<file path="src/rtl/calc_pkg.sv">
`default_nettype none
// ============================================================================
// Module      : calc_pkg
// Description : Shared types and constants for the calculator keypad front end.
// Revision    : 1.0 - initial release
// ============================================================================
package calc_pkg;

    localparam int KEY_W = 4;

    localparam logic [3:0] COL0 = 4'b0001;
    localparam logic [3:0] COL1 = 4'b0010;
    localparam logic [3:0] COL2 = 4'b0100;
    localparam logic [3:0] COL3 = 4'b1000;

    typedef enum logic [1:0] {
        RES_NONE  = 2'd0,
        RES_ONE   = 2'd1,
        RES_MULTI = 2'd2
    } sweep_res_e;

    typedef struct packed {
        sweep_res_e       res;
        logic [KEY_W-1:0] code;
    } sweep_t;

    // Bit i of the sweep vector is key code i, so a lone set bit's index is its code.
    // An empty sweep always reports code 0 so that two empty sweeps compare equal.
    function automatic sweep_t classify_sweep(input logic [15:0] bits);
        sweep_t r;
        int     n;
        r.res  = RES_NONE;
        r.code = '0;
        n      = 0;
        for (int i = 0; i < 16; i++) begin
            if (bits[i]) begin
                n      = n + 1;
                r.code = KEY_W'(i);
            end
        end
        if (n == 1) begin
            r.res = RES_ONE;
        end else if (n > 1) begin
            r.res = RES_MULTI;
        end
        return r;
    endfunction

endpackage
`default_nettype wire

</file>
<file path="src/rtl/scan_tick_gen.sv">
`default_nettype none
// ============================================================================
// Module      : scan_tick_gen
// Description : Free-running prescaler emitting a one-clock tick every SCAN_DIV clk.
// Revision    : 1.0 - initial release
// ============================================================================
module scan_tick_gen #(
    parameter int SCAN_DIV = 100000
) (
    input  logic clk,
    input  logic reset_p,
    output logic tick
);

    localparam int               CNT_W   = $clog2(SCAN_DIV);
    localparam logic [CNT_W-1:0] CNT_MAX = CNT_W'(SCAN_DIV - 1);

    logic [CNT_W-1:0] r_cnt;

    always_ff @(posedge clk or posedge reset_p) begin
        if (reset_p) begin
            r_cnt <= '0;
        end else if (r_cnt == CNT_MAX) begin
            r_cnt <= '0;
        end else begin
            r_cnt <= r_cnt + CNT_W'(1);
        end
    end

    assign tick = (r_cnt == CNT_MAX);

endmodule
`default_nettype wire

</file>
<file path="src/rtl/keypad_scanner.sv">
`default_nettype none
// ============================================================================
// Module      : keypad_scanner
// Description : 4x4 keypad column scanner with row synchronizer, sweep
//               classification and sweep-count debounce.
// Revision    : 1.0 - initial release
// ============================================================================
module keypad_scanner
    import calc_pkg::*;
#(
    parameter int SCAN_DIV       = 100000,
    parameter int DEBOUNCE_SCANS = 8
) (
    input  logic             clk,
    input  logic             reset_p,
    input  logic [3:0]       row,
    output logic [3:0]       col,
    output logic [KEY_W-1:0] key_value,
    output logic             key_valid
);

    localparam int               CNT_W   = $clog2(DEBOUNCE_SCANS + 1);
    localparam logic [CNT_W-1:0] CNT_SAT = CNT_W'(DEBOUNCE_SCANS);

    typedef enum logic [1:0] {
        SCAN_C0 = 2'd0,
        SCAN_C1 = 2'd1,
        SCAN_C2 = 2'd2,
        SCAN_C3 = 2'd3
    } scan_state_e;

    logic             w_tick;
    logic [3:0]       r_row_meta;
    logic [3:0]       r_row_sync;
    scan_state_e      r_state;
    logic [11:0]      r_acc;
    sweep_t           r_prev;
    logic [CNT_W-1:0] r_stable_cnt;
    logic             r_restore;

    sweep_t           w_sweep;
    logic             w_same;
    logic [CNT_W-1:0] w_next_cnt;
    logic             w_commit;

    scan_tick_gen #(
        .SCAN_DIV (SCAN_DIV)
    ) u_tick (
        .clk     (clk),
        .reset_p (reset_p),
        .tick    (w_tick)
    );

    always_ff @(posedge clk or posedge reset_p) begin
        if (reset_p) begin
            r_row_meta <= '0;
            r_row_sync <= '0;
        end else begin
            r_row_meta <= row;
            r_row_sync <= r_row_meta;
        end
    end

    // Column 3 is classified straight from the synchronizer, on the tick that ends it.
    assign w_sweep = classify_sweep({r_row_sync, r_acc});
    assign w_same  = (w_sweep == r_prev);

    always_comb begin
        w_next_cnt = CNT_W'(1);
        if (w_sweep.res == RES_MULTI) begin
            w_next_cnt = '0;
        end else if (w_same) begin
            w_next_cnt = (r_stable_cnt == CNT_SAT) ? CNT_SAT : r_stable_cnt + CNT_W'(1);
        end
    end

    // Fire only on entry into saturation, never while a run stays saturated.
    assign w_commit = (w_next_cnt == CNT_SAT) && !(w_same && (r_stable_cnt == CNT_SAT));

    always_ff @(posedge clk or posedge reset_p) begin
        if (reset_p) begin
            r_state      <= SCAN_C0;
            col          <= COL0;
            key_value    <= '0;
            key_valid    <= 1'b0;
            r_acc        <= '0;
            r_prev       <= '{res: RES_NONE, code: '0};
            r_stable_cnt <= '0;
            r_restore    <= 1'b0;
        end else begin
            if (r_restore) begin
                key_valid <= 1'b1;
                r_restore <= 1'b0;
            end
            if (w_tick) begin
                case (r_state)
                    SCAN_C0: begin
                        r_state     <= SCAN_C1;
                        col         <= COL1;
                        r_acc[3:0]  <= r_row_sync;
                    end
                    SCAN_C1: begin
                        r_state     <= SCAN_C2;
                        col         <= COL2;
                        r_acc[7:4]  <= r_row_sync;
                    end
                    SCAN_C2: begin
                        r_state     <= SCAN_C3;
                        col         <= COL3;
                        r_acc[11:8] <= r_row_sync;
                    end
                    SCAN_C3: begin
                        r_state      <= SCAN_C0;
                        col          <= COL0;
                        r_acc        <= '0;
                        r_prev       <= w_sweep;
                        r_stable_cnt <= w_next_cnt;
                        if (w_commit) begin
                            if (w_sweep.res == RES_ONE) begin
                                if (!key_valid) begin
                                    key_value <= w_sweep.code;
                                    key_valid <= 1'b1;
                                end else if (w_sweep.code != key_value) begin
                                    // One-clock low gap gives the edge detector a fresh press.
                                    key_value <= w_sweep.code;
                                    key_valid <= 1'b0;
                                    r_restore <= 1'b1;
                                end
                            end else begin
                                key_valid <= 1'b0;
                            end
                        end
                    end
                    default: begin
                        r_state <= SCAN_C0;
                        col     <= COL0;
                    end
                endcase
            end
        end
    end

endmodule
`default_nettype wire

</file>
<file path="config.mk">
export PLATFORM = sky130hd
export DESIGN_NAME = keypad_scanner
export DESIGN_NICKNAME = d
export VERILOG_FILES = /design/src/rtl/calc_pkg.sv /design/src/rtl/scan_tick_gen.sv /design/src/rtl/keypad_scanner.sv
export SDC_FILE = /design/constraint.sdc
export NUM_CORES = 1
export LEC_CHECK = 0
export BUFFER_PORTS_ARGS = -buffer_cell sky130_fd_sc_hd__buf_2
export CAP_MARGIN = 20
export CORE_ASPECT_RATIO = 1.1
export CORE_MARGIN = 5
export CORE_UTILIZATION = 59
export CTS_CLUSTER_DIAMETER = 200
export DETAILED_ROUTE_END_ITERATION = 8
export PLACE_DENSITY = 0.76
export SYNTH_ARGS = -nofsm -noshare
export SYNTH_HDL_FRONTEND = slang
export SYNTH_SLANG_ARGS = --single-unit
</file>
<file path="constraint.sdc">
create_clock -name clk -period 11.5 [get_ports clk]
set_clock_uncertainty 0.1 [all_clocks]
set_input_delay 0 -clock clk [delete_from_list [all_inputs] [get_ports clk]]
set_output_delay 0 -clock clk [all_outputs]
set_load 0.02 [all_outputs]
</file>
### Word-level counts from Yosys, hierarchy flattened

Cells that the tools add are included.

| storage, ports and cells | value |
|---|---|
| register bits after elaboration | 59 |
| output and inout bits | 9 |
| logic and storage cells | 113 |

| cells by class | value |
|---|---|
| add/subtract/negate cells | 17 |
| magnitude comparators | 1 |
| eq/ne operators | 12 |
| muxes and demuxes | 57 |
| reductions and logical operators | 12 |

Operator list:

| kind | number |
|---|---|
| $add 32x2->32 const B | 15 |
| $mux 32 | 15 |
| $mux 4 | 19 |
| $eq 32x2->1 const B | 1 |
| $gt 32x2->1 const B | 1 |
| $pmux 4 s2 | 3 |
| $add 17x1->17 const B | 1 |
| $eq 17x17->1 const B | 1 |
| $mux 17 | 1 |
| $pmux 4 s4 | 1 |
| $mux 1 | 15 |
| $eq 4x4->1 const B | 2 |
| $pmux 2 s4 | 1 |
| $reduce_and 2->1 | 4 |
| $eq 2x2->1 const B | 3 |
| $eq 6x6->1 | 1 |
| $reduce_bool 2->1 | 3 |
| $reduce_and 5->1 | 1 |
| $add 4x1->4 const B | 1 |
| $eq 2x1->1 const B | 2 |
| $mux 2 | 2 |
| $ne 4x4->1 | 1 |
| $logic_and 1x1->1 | 2 |
| $logic_not 2->1 | 1 |
| 2 further kinds | 2 |

### Logic depth before layout (Yosys ltp)

Gate-level depths: netlist of run 1.

| depth | value |
|---|---|
| depth in word-level cells | 42 |
| mapped depth | 50 |
| mapped depth without buffers | 50 |

### Hierarchy

Synthesis of run 1 repeated with hierarchy kept, for this count alone.

| unflattened totals | value |
|---|---|
| cell total of the unflattened synthesis | 517 |
| area, all modules | 4673.2 µm² |

By module, submodules not included:

| module | instances | cells an instance | area an instance (µm²) |
|---|---|---|---|
| keypad_scanner | 1 | 442 | 3847.4 |
| scan_tick_gen | 1 | 75 | 825.8 |

### Least setup slack after synthesis of run 1

No wires, ideal clock.

| path | value |
|---|---|
| path type | reg-to-reg |
| from | reg r_acc[0] |
| to | reg key_value[2] |
| setup time | 0.128 ns |
| data arrival time | 9.319 ns |
| required time | 11.272 ns |
| setup slack | 1.953 ns |
| cell stages (with the launch flop) | 49 |
| clock period less this slack | 9.547 ns |
| cell sequence | dfrtp_1 -> inv_1 -> ha_1 -> xnor3_2 -> inv_1 -> ha_1 -> nand2_1 -> o21ai_1 -> ha_1 -> o21a_1 -> ha_1 -> nor2b_1 -> nor2_1 -> o31a_1 -> ha_1 -> nand2_1 -> o31ai_1 -> o21ai_0 -> [... 13 more ...] -> nand2_1 -> o21a_1 -> o21ai_1 -> ha_1 -> nand2b_1 -> o21a_1 -> ha_1 -> nand2_1 -> a21bo_2 -> ha_1 -> nand2_1 -> or4_1 -> mux2_4 -> xnor3_1 -> mux2i_1 -> nor3b_4 -> and4b_1 -> mux2_1 |

| between the ends | value |
|---|---|
| cells in the longest elaborated chain, start to end | 40 |

RTL lines:

| what | line | RTL |
|---|---|---|
| start, declared | keypad_scanner.sv:36 | `logic [11:0] r_acc;` |
| start signal, assigned | keypad_scanner.sv:100 | `r_acc[3:0] <= r_row_sync;` |
| $mux 1 * | calc_pkg.sv:36 | `if (bits[i]) begin` |
| $add 32x2->32 | calc_pkg.sv:37 | `n = n + 1;` |
| $mux 32 * | calc_pkg.sv:36 |  |
| $add 32x2->32 | calc_pkg.sv:37 |  |
| $mux 32 * | calc_pkg.sv:36 |  |
| $add 32x2->32 | calc_pkg.sv:37 |  |
| $mux 32 * | calc_pkg.sv:36 |  |
| $add 32x2->32 | calc_pkg.sv:37 |  |
| [... 24 more ...] | -- |  |
| $mux 2 | calc_pkg.sv:43 | `end else if (n > 1) begin` |
| $mux 2 * | calc_pkg.sv:41 | `if (n == 1) begin` |
| $eq 6x6->1 | keypad_scanner.sv:66 | `assign w_same = (w_sweep == r_prev);` |
| $mux 4 | keypad_scanner.sv:72 | `end else if (w_same) begin` |
| $mux 4 | keypad_scanner.sv:70 | `if (w_sweep.res == RES_MULTI) begin` |
| $eq 4x4->1 | keypad_scanner.sv:78 | `assign w_commit = (w_next_cnt == CNT_SAT) && !(w_same && (r_stable_cnt == CNT_SAT));` |
| $logic_and 1x1->1 | keypad_scanner.sv:78 |  |
| $reduce_and 5->1 (no line) * | -- |  |
| end signal, assigned | keypad_scanner.sv:121 | `key_value <= w_sweep.code;` |
| end signal, assigned | keypad_scanner.sv:125 | `key_value <= w_sweep.code;` |
| end, declared | keypad_scanner.sv:18 | `output logic [KEY_W-1:0] key_value,` |

Every way passes the cells marked *; elsewhere a longest branch is shown, timed or not.
A chain may end at the register's enable or synchronous reset.

### Final worst setup path of run 1

| path | value |
|---|---|
| from | reg r_acc[0] |
| to | reg key_value[3] |

The elaborated chain is that of the path after synthesis.

==> results_dict.tcl, run 1 <==
set metrics [dict create \
    internal_power_uw 303 \
    track_usage_pct 19.9 \
    totalWireLength_um 9560 \
    power_density_nw_per_um2 79.4 \
    timing.critical_path.required_ps 11620 \
    synth.cell_area_um2 4890 \
    critical-path-top-cell-by-count "ha_1" \
    total_power_uw 417 \
    wp_data_arrival_ps 10440 \
    ctsLongestPathBuffers 2 \
    worst_max_slew_pin_slew_ps 962 \
    port_buffers 14 \
    cts.htree.levels 3 \
    cap_viol_max_count 0 \
    routed_wirelength_normalized_by_instance_count_um 14.3 \
    via_count 3867 \
    fill_cells 699 \
    cts_inserted_buffers 9 \
    worst-path-max-fanout 9 \
    synth_seq_area_share_pct 30.2 \
    nNetsFinal 586 \
    worst_path_largest_cell_delay_ps 560 \
    clk_pin_slew_worst_paths_ps 80 \
    setup_repair_after_global_routing_missed_its_margin "no" \
    type_of_the_worst_min_delay_path "primary input to flip-flop" \
    min_from "row[1]" \
    overflow 0 \
    synth.avg_cell_area_um2 8.94 \
    dr.first_iter.drc_count 181 \
    route.detailed.drc 0 \
    worst_r2r_path_depth 48 \
    final_common_cell "nand2_1" \
    critical_path.slowest_cell "xnor3_2" \
    setup.worst_path.class "flip-flop to flip-flop" \
    fp.dieH_um 105 \
    setup.worst_path.end_class "flip-flop" \
    place.detailed.hpwl_um 7210 \
    crit_start "r_acc[0]" \
    clock_tree_from_tritoncts "done" \
    clock-root-buffer "clkbuf_8" \
    drt_pre_antenna_iters 4 \
    timing_max_transition_violations_final 0 \
    final_count_of_hold_timing_violations 0 \
    cts_post_setup_buffers_inserted 0 \
    placement.cell_area_um2 5020 \
    rows 34 \
    fmax_ghz 0.0969 \
    p_sw_share_pct 27.4 \
    syn_inst 547 \
    crit_path_end "key_value[3]" \
    grt_pass1_vias 3759 \
    cp_num_buf_inv 3 \
    core_area_um2 8000 \
    routed_via_count_divided_by_cell_count 5.78 \
    startpoint_type "flip-flop" \
    stdcell_count 669 \
    insertion_delay_ps 350 \
    grt_antenna_before_repair 0 \
    syn_nets 577 \
    area_growth_pct 7.42 \
    grt_start_max_net_pins 60 \
    cp.depth 48 \
    final.min_clock_period_ps 10320 \
    power.clock.fraction_pct 41.8 \
    share_of_post_route_cells_with_drive_strength_above_1_pct 11.4 \
    period_share_pct 89.7 \
    relSlewSlack_pct 35.0 \
    critical-path-top-delay-family "adder cells" \
    vdd_drop_max_mv 0.111 \
    gp_congestion 0.819 \
    most-common-layout-cells "nand2_1 (64), dfrtp_1 (58), nor2_1 (43)" \
    route.antenna.remaining_nets 0 \
    relative_contribution_of_sequential_cells_to_total_power_pct 50.7 \
    synth_seq_cells 59 \
    multi_input_area_um2 3230 \
    antenna_cells_inserted 0 \
    net-switching-power_uw 114 \
    fp.dieArea_um2 10200 \
    register_area_um2 1480 \
    power.share.combinational_pct 7.5 \
    ioPinCount 15 \
    cts.sink_count 59 \
    postLayoutCoreUtil_pct 65.7 \
    synth_enable_flop_cells 0 \
    synth-main-ff-cell "dfrtp_1" \
    fin_area_um2 5250 \
    status "finished, final reports clean" \
    dpl.cell_count 648 \
    yosys.cell_types.count 76 \
    crit_reg_reg_startpoint "r_acc[0]" \
    r2r_setup_slack_ps 1180 \
    synthesis.yosys.warnings 0 \
    grt_pass1_wl_um 17100 \
    initial_utilization_pct 61.2 \
    finalSetupViolations 0 \
    power_leakage_uw 0.00230 \
    die_w_um 96.8 \
    worst_r2r_endpoint "key_value[3]" \
    finalSetupTns_ps 0 \
    synthArstFlopShare_pct 100 \
]
[layout make-up]
| class | count | area share [%] |
|---|---|---|
| clock buffer | 9 | 2.36 |
| clock inverter | 7 | 1.14 |
| inverter | 25 | 1.79 |
| multi-input combinational | 440 | 61.4 |
| sequential | 59 | 28.1 |
| tap | 108 | 2.57 |
| timing repair buffer | 21 | 2.57 |
[per-stage QoR]
stage                     worst slack (ps)  hold WS (ps)
after floorplan                       1950         -68.6
after global placement                1480          9.17
after detailed placement              1200          9.69
after CTS                             1150           178
after global routing                   207           189
final                                 1180           191
[worst min-delay path by stage]
stage                     to  slack, ps  cells past startpoint
3_5_place_dp   r_row_meta[0]         10                      1
3_3_place_gp   r_row_meta[0]          9                      1
2_1_floorplan  r_row_meta[0]        -70                      0
6_report       r_row_meta[1]        190                      2
4_1_cts        r_row_meta[0]        180                      2
5_1_grt        r_row_meta[1]        190                      2
[cells in the mapped netlist, types with 3 or more instances]
| cell type | count | area, µm² |
|---|---|---|
| mux2_2 | 6 | 67.6 |
| o21a_1 | 6 | 45.0 |
| o211ai_1 | 5 | 37.5 |
| mux2i_1 | 10 | 100 |
| mux2_1 | 3 | 33.8 |
| xnor2_2 | 4 | 65.1 |
| clkbuf_1 | 17 | 63.8 |
| nand2b_1 | 14 | 87.6 |
| nand4_1 | 5 | 31.3 |
| nor3_1 | 17 | 85.1 |
| o22ai_1 | 4 | 25.0 |
| nor2b_1 | 5 | 31.3 |
| mux2_4 | 3 | 45.0 |
| o31ai_1 | 6 | 45.0 |
| inv_1 | 25 | 93.8 |
| xor2_1 | 18 | 158 |
| xnor3_1 | 5 | 113 |
| buf_2 | 3 | 15.0 |
| nand2_1 | 64 | 240 |
| nor2_1 | 43 | 161 |
| dfrtp_1 | 58 | 1450 |
| ha_1 | 24 | 300 |
| nor4_1 | 5 | 31.3 |
| xnor2_1 | 37 | 324 |
| a21oi_1 | 14 | 70.1 |
| xnor2_4 | 4 | 110 |
| or3_1 | 4 | 25.0 |
| nor4b_1 | 3 | 26.3 |
| o21ai_1 | 5 | 25.0 |
| and2_1 | 7 | 43.8 |
| and3_1 | 9 | 56.3 |
| o21ai_0 | 23 | 115 |
| a31oi_1 | 5 | 31.3 |
| nand3_1 | 26 | 130 |
[timing repair]
item	in CTS	in global routing
gates resized for setup	0	0
endpoints found under the hold margin	62	0
hold buffers	5	0
[kinds of logic after synthesis]
| family | synth area share, % |
|---|---|
| adders and majority gates | 6.55 |
| DFF | 30.2 |
| muxes | 5.04 |
| and+or+nand+nor | 23.6 |
| xor gates and xnor gates | 17.4 |
| buffers and inverters | 3.91 |
| AOI/OAI and AO/OA | 13.3 |
[power groups by stage]
stage	clock network [µW]	logic (µW)	registers (µW)
after CTS	179	31.6	212
after detailed placement	0	30.3	216
after floorplan	0	26.0	213
after global routing	190	35.8	212
after global placement	0	29.5	215
final	174	31.3	212
[registers in the layout (all words and copies together) (netlist names)]
register,cells
u_tick.r_cnt,17
r_acc,12
r_prev,6
col,4
key_value,4
r_row_meta,4
r_row_sync,4
r_stable_cnt,4
r_state,2
key_valid,1
r_restore,1
[per-layer routing]
metal / routed length, µm / share of wire, % / GRT usage [%]
met1: 4320 / 45 / 25.1
met2: 4760 / 50 / 34.0
met3: 339 / 3.5 / 3.43
met4: 127 / 1.3 / 7.72
met5: 0 / 0 / 0
Power figures use the tool's default switching activity.
==> inputs of run 2 (changes only) <==
--- a/config.mk
+++ b/config.mk
@@ -9,10 +9,9 @@
 export CAP_MARGIN = 20
 export CORE_ASPECT_RATIO = 1.1
 export CORE_MARGIN = 5
-export CORE_UTILIZATION = 59
+export CORE_UTILIZATION = 40
 export CTS_CLUSTER_DIAMETER = 200
 export DETAILED_ROUTE_END_ITERATION = 8
-export PLACE_DENSITY = 0.76
 export SYNTH_ARGS = -nofsm -noshare
 export SYNTH_HDL_FRONTEND = slang
 export SYNTH_SLANG_ARGS = --single-unit
==> constraint.sdc (replaced) <==
create_clock -name clk -period 11.5 [get_ports clk]
set_clock_uncertainty 0.1 [all_clocks]
set_input_delay 2.3 -clock clk [delete_from_list [all_inputs] [get_ports clk]]
set_output_delay 2.3 -clock clk [all_outputs]
set_load 0.02 [all_outputs]
==> run 2 against run 1 <==
Net effect:
- setup slack lost 100 ps
- wire length grew 8.6%
- via count increased by 0.23%
- sequential cell count unchanged
- combinational power fell by 2%
- hold slack gained 54 ps
- non-clock buffer count is 4 lower
- fmax fell by 0.96%
- utilization fell by 21 points
- design area rose by 2.2%
- sequential share of layout area down 0.61 points
- first-iteration DRC count grew 6.1%
- critical path type unchanged
- critical endpoint unchanged
- largest cell class unchanged
==> results_dict.tcl, run 2 (same netlist as run 1, synthesis figures left out) <==
set metrics [dict create \
    clock-root-buffer "clkbuf_16" \
    type_of_the_worst_min_delay_path "flip-flop to flip-flop" \
    gp_congestion 0.845 \
    setup.worst_path.class "flip-flop to flip-flop" \
    wp_data_arrival_ps 10530 \
    cap_viol_max_count 0 \
    dpl.cell_count 695 \
    worst_max_slew_pin_slew_ps 755 \
    critical_path.slowest_cell "xnor3_2" \
    grt_pass1_wl_um 18200 \
    timing.critical_path.required_ps 11610 \
    route.antenna.remaining_nets 0 \
    final_common_cell "nand2_1" \
    critical-path-top-cell-by-count "ha_1" \
    fp.dieArea_um2 14500 \
    status "finished, final reports clean" \
    fp.dieH_um 126 \
    grt_antenna_before_repair 0 \
    setup_repair_after_global_routing_missed_its_margin "no" \
    port_buffers 14 \
    rows 42 \
    area_growth_pct 9.80 \
    worst_path_largest_cell_delay_ps 570 \
    finalSetupTns_ps 0 \
    clk_pin_slew_worst_paths_ps 60 \
    antenna_cells_inserted 0 \
    ctsLongestPathBuffers 2 \
    cts.htree.levels 3 \
    cts_inserted_buffers 9 \
    power_leakage_uw 0.00233 \
    postLayoutCoreUtil_pct 44.6 \
    grt_pass1_vias 3900 \
    postCtsHoldBufs 0 \
    track_usage_pct 15.2 \
    worst-path-max-fanout 9 \
    grt_start_max_net_pins 60 \
    die_w_um 115 \
    largest_register "u_tick.r_cnt" \
    overflow 0 \
    insertion_delay_ps 340 \
    via_count 3876 \
    largest_registers "u_tick.r_cnt x17, r_acc x12, r_prev x6" \
    clock_tree_from_tritoncts "done" \
    largest_register_ffs 17 \
    route.detailed.drc 0 \
    startpoint_type "flip-flop" \
    final.min_clock_period_ps 10420 \
    finalSetupViolations 0 \
    dr.first_iter.drc_count 192 \
    routed_wirelength_normalized_by_instance_count_um 14.6 \
    fill_cells 1143 \
    place_ws_ps 1130 \
    share_of_post_route_cells_with_drive_strength_above_1_pct 11.7 \
    vdd_drop_max_mv 0.133 \
    core_area_um2 12000 \
    setup.worst_path.end_class "flip-flop" \
    timing_max_transition_violations_final 0 \
    fmax_ghz 0.0960 \
    place.detailed.hpwl_um 7900 \
    most-common-layout-cells "nand2_1 (64), dfrtp_1 (58), nor2_1 (43)" \
    fin_area_um2 5370 \
    cts-resized-gates 0 \
    drt_pre_antenna_iters 4 \
    cts_post_setup_buffers_inserted 0 \
    totalWireLength_um 10400 \
    routed_via_count_divided_by_cell_count 5.45 \
    final_count_of_hold_timing_violations 0 \
    initial_utilization_pct 40.6 \
    nNetsFinal 582 \
    period_share_pct 90.6 \
    stdcell_count 711 \
    ioPinCount 15 \
    power_density_nw_per_um2 92.4 \
    placement.cell_area_um2 5080 \
    cts.sink_count 59 \
    final_critical_path_setup_slack_ps 1080 \
    relSlewSlack_pct 49.7 \
]
[run 2: cell count changes in the layout (fill, tap and decap cells not counted)]
cell and change:
dlygate4sd3_1 -5, inv_6 +1, clkbuf_16 +9, buf_4 +1, clkbuf_8 -9, clkinv_4 -1
[run 2: path summary, 6_finish.rpt]
| path | start | end | slack (ps) | depth (start not counted) |
|---|---|---|---|---|
| worst max-delay path | r_acc[0] | key_value[3] | 1080 | 48 |
| worst min-delay path | r_row_meta[0] | r_row_sync[0] | 250 | 0 |
| worst max register to register | r_acc[0] | key_value[3] | 1080 | 48 |
| worst min register to register | r_row_meta[0] | r_row_sync[0] | 250 | 0 |
| max in group asynchronous | reset_p | u_tick.r_cnt[8] | 8720 | 3 |
| min in group asynchronous | reset_p | r_prev[1] | 2070 | 3 |
[run 2: routing by layer]
metal	up-vias	track usage, %	part of all wire [%]
met5	-	0	0
met2	74	25.9	50
met1	1838	19.5	46
met4	0	5.66	1.5
met3	14	2.26	3.1
li1	1950	-	-
[run 2: layout make-up]
| cell class | count | area, µm² | share of cell area (%) |
|---|---|---|---|
| Clock buffer | 9 | 225 | 4.19 |
| Clock inverter | 7 | 60.1 | 1.12 |
| Sequential cell | 59 | 1480 | 27.5 |
| Multi-Input combinational cell | 440 | 3230 | 60.1 |
| Tap cell | 154 | 193 | 3.59 |
| Timing Repair Buffer | 17 | 92.6 | 1.72 |
| Inverter | 25 | 93.8 | 1.75 |
[run 2: report_power, final]
part | total (µW) | internal [µW] | switching (µW)
registers | 212 | 209 | 2.95
clock network | 253 | 149 | 104
logic | 30.7 | 12.3 | 18.4
total | 496 | 371 | 125
[run 2: critical path: cells and delay by family (launching register included)]
family	cells	cell delay, ps
AND/OR/NAND/NOR	17	2730
AO/OA/AOI/OAI	11	1760
adder cells (fa/ha/maj)	12	3360
flip-flops	1	390
XOR/XNOR	2	840
buffers and inverters	3	270
multiplexers	3	830
[run 2: per-stage QoR]
step	hold WS, ps	total power [µW]
3_5_place_dp	236	247
4_1_cts	249	503
3_3_place_gp	233	246
2_1_floorplan	231	239
5_1_grt	264	517
6_report	245	496
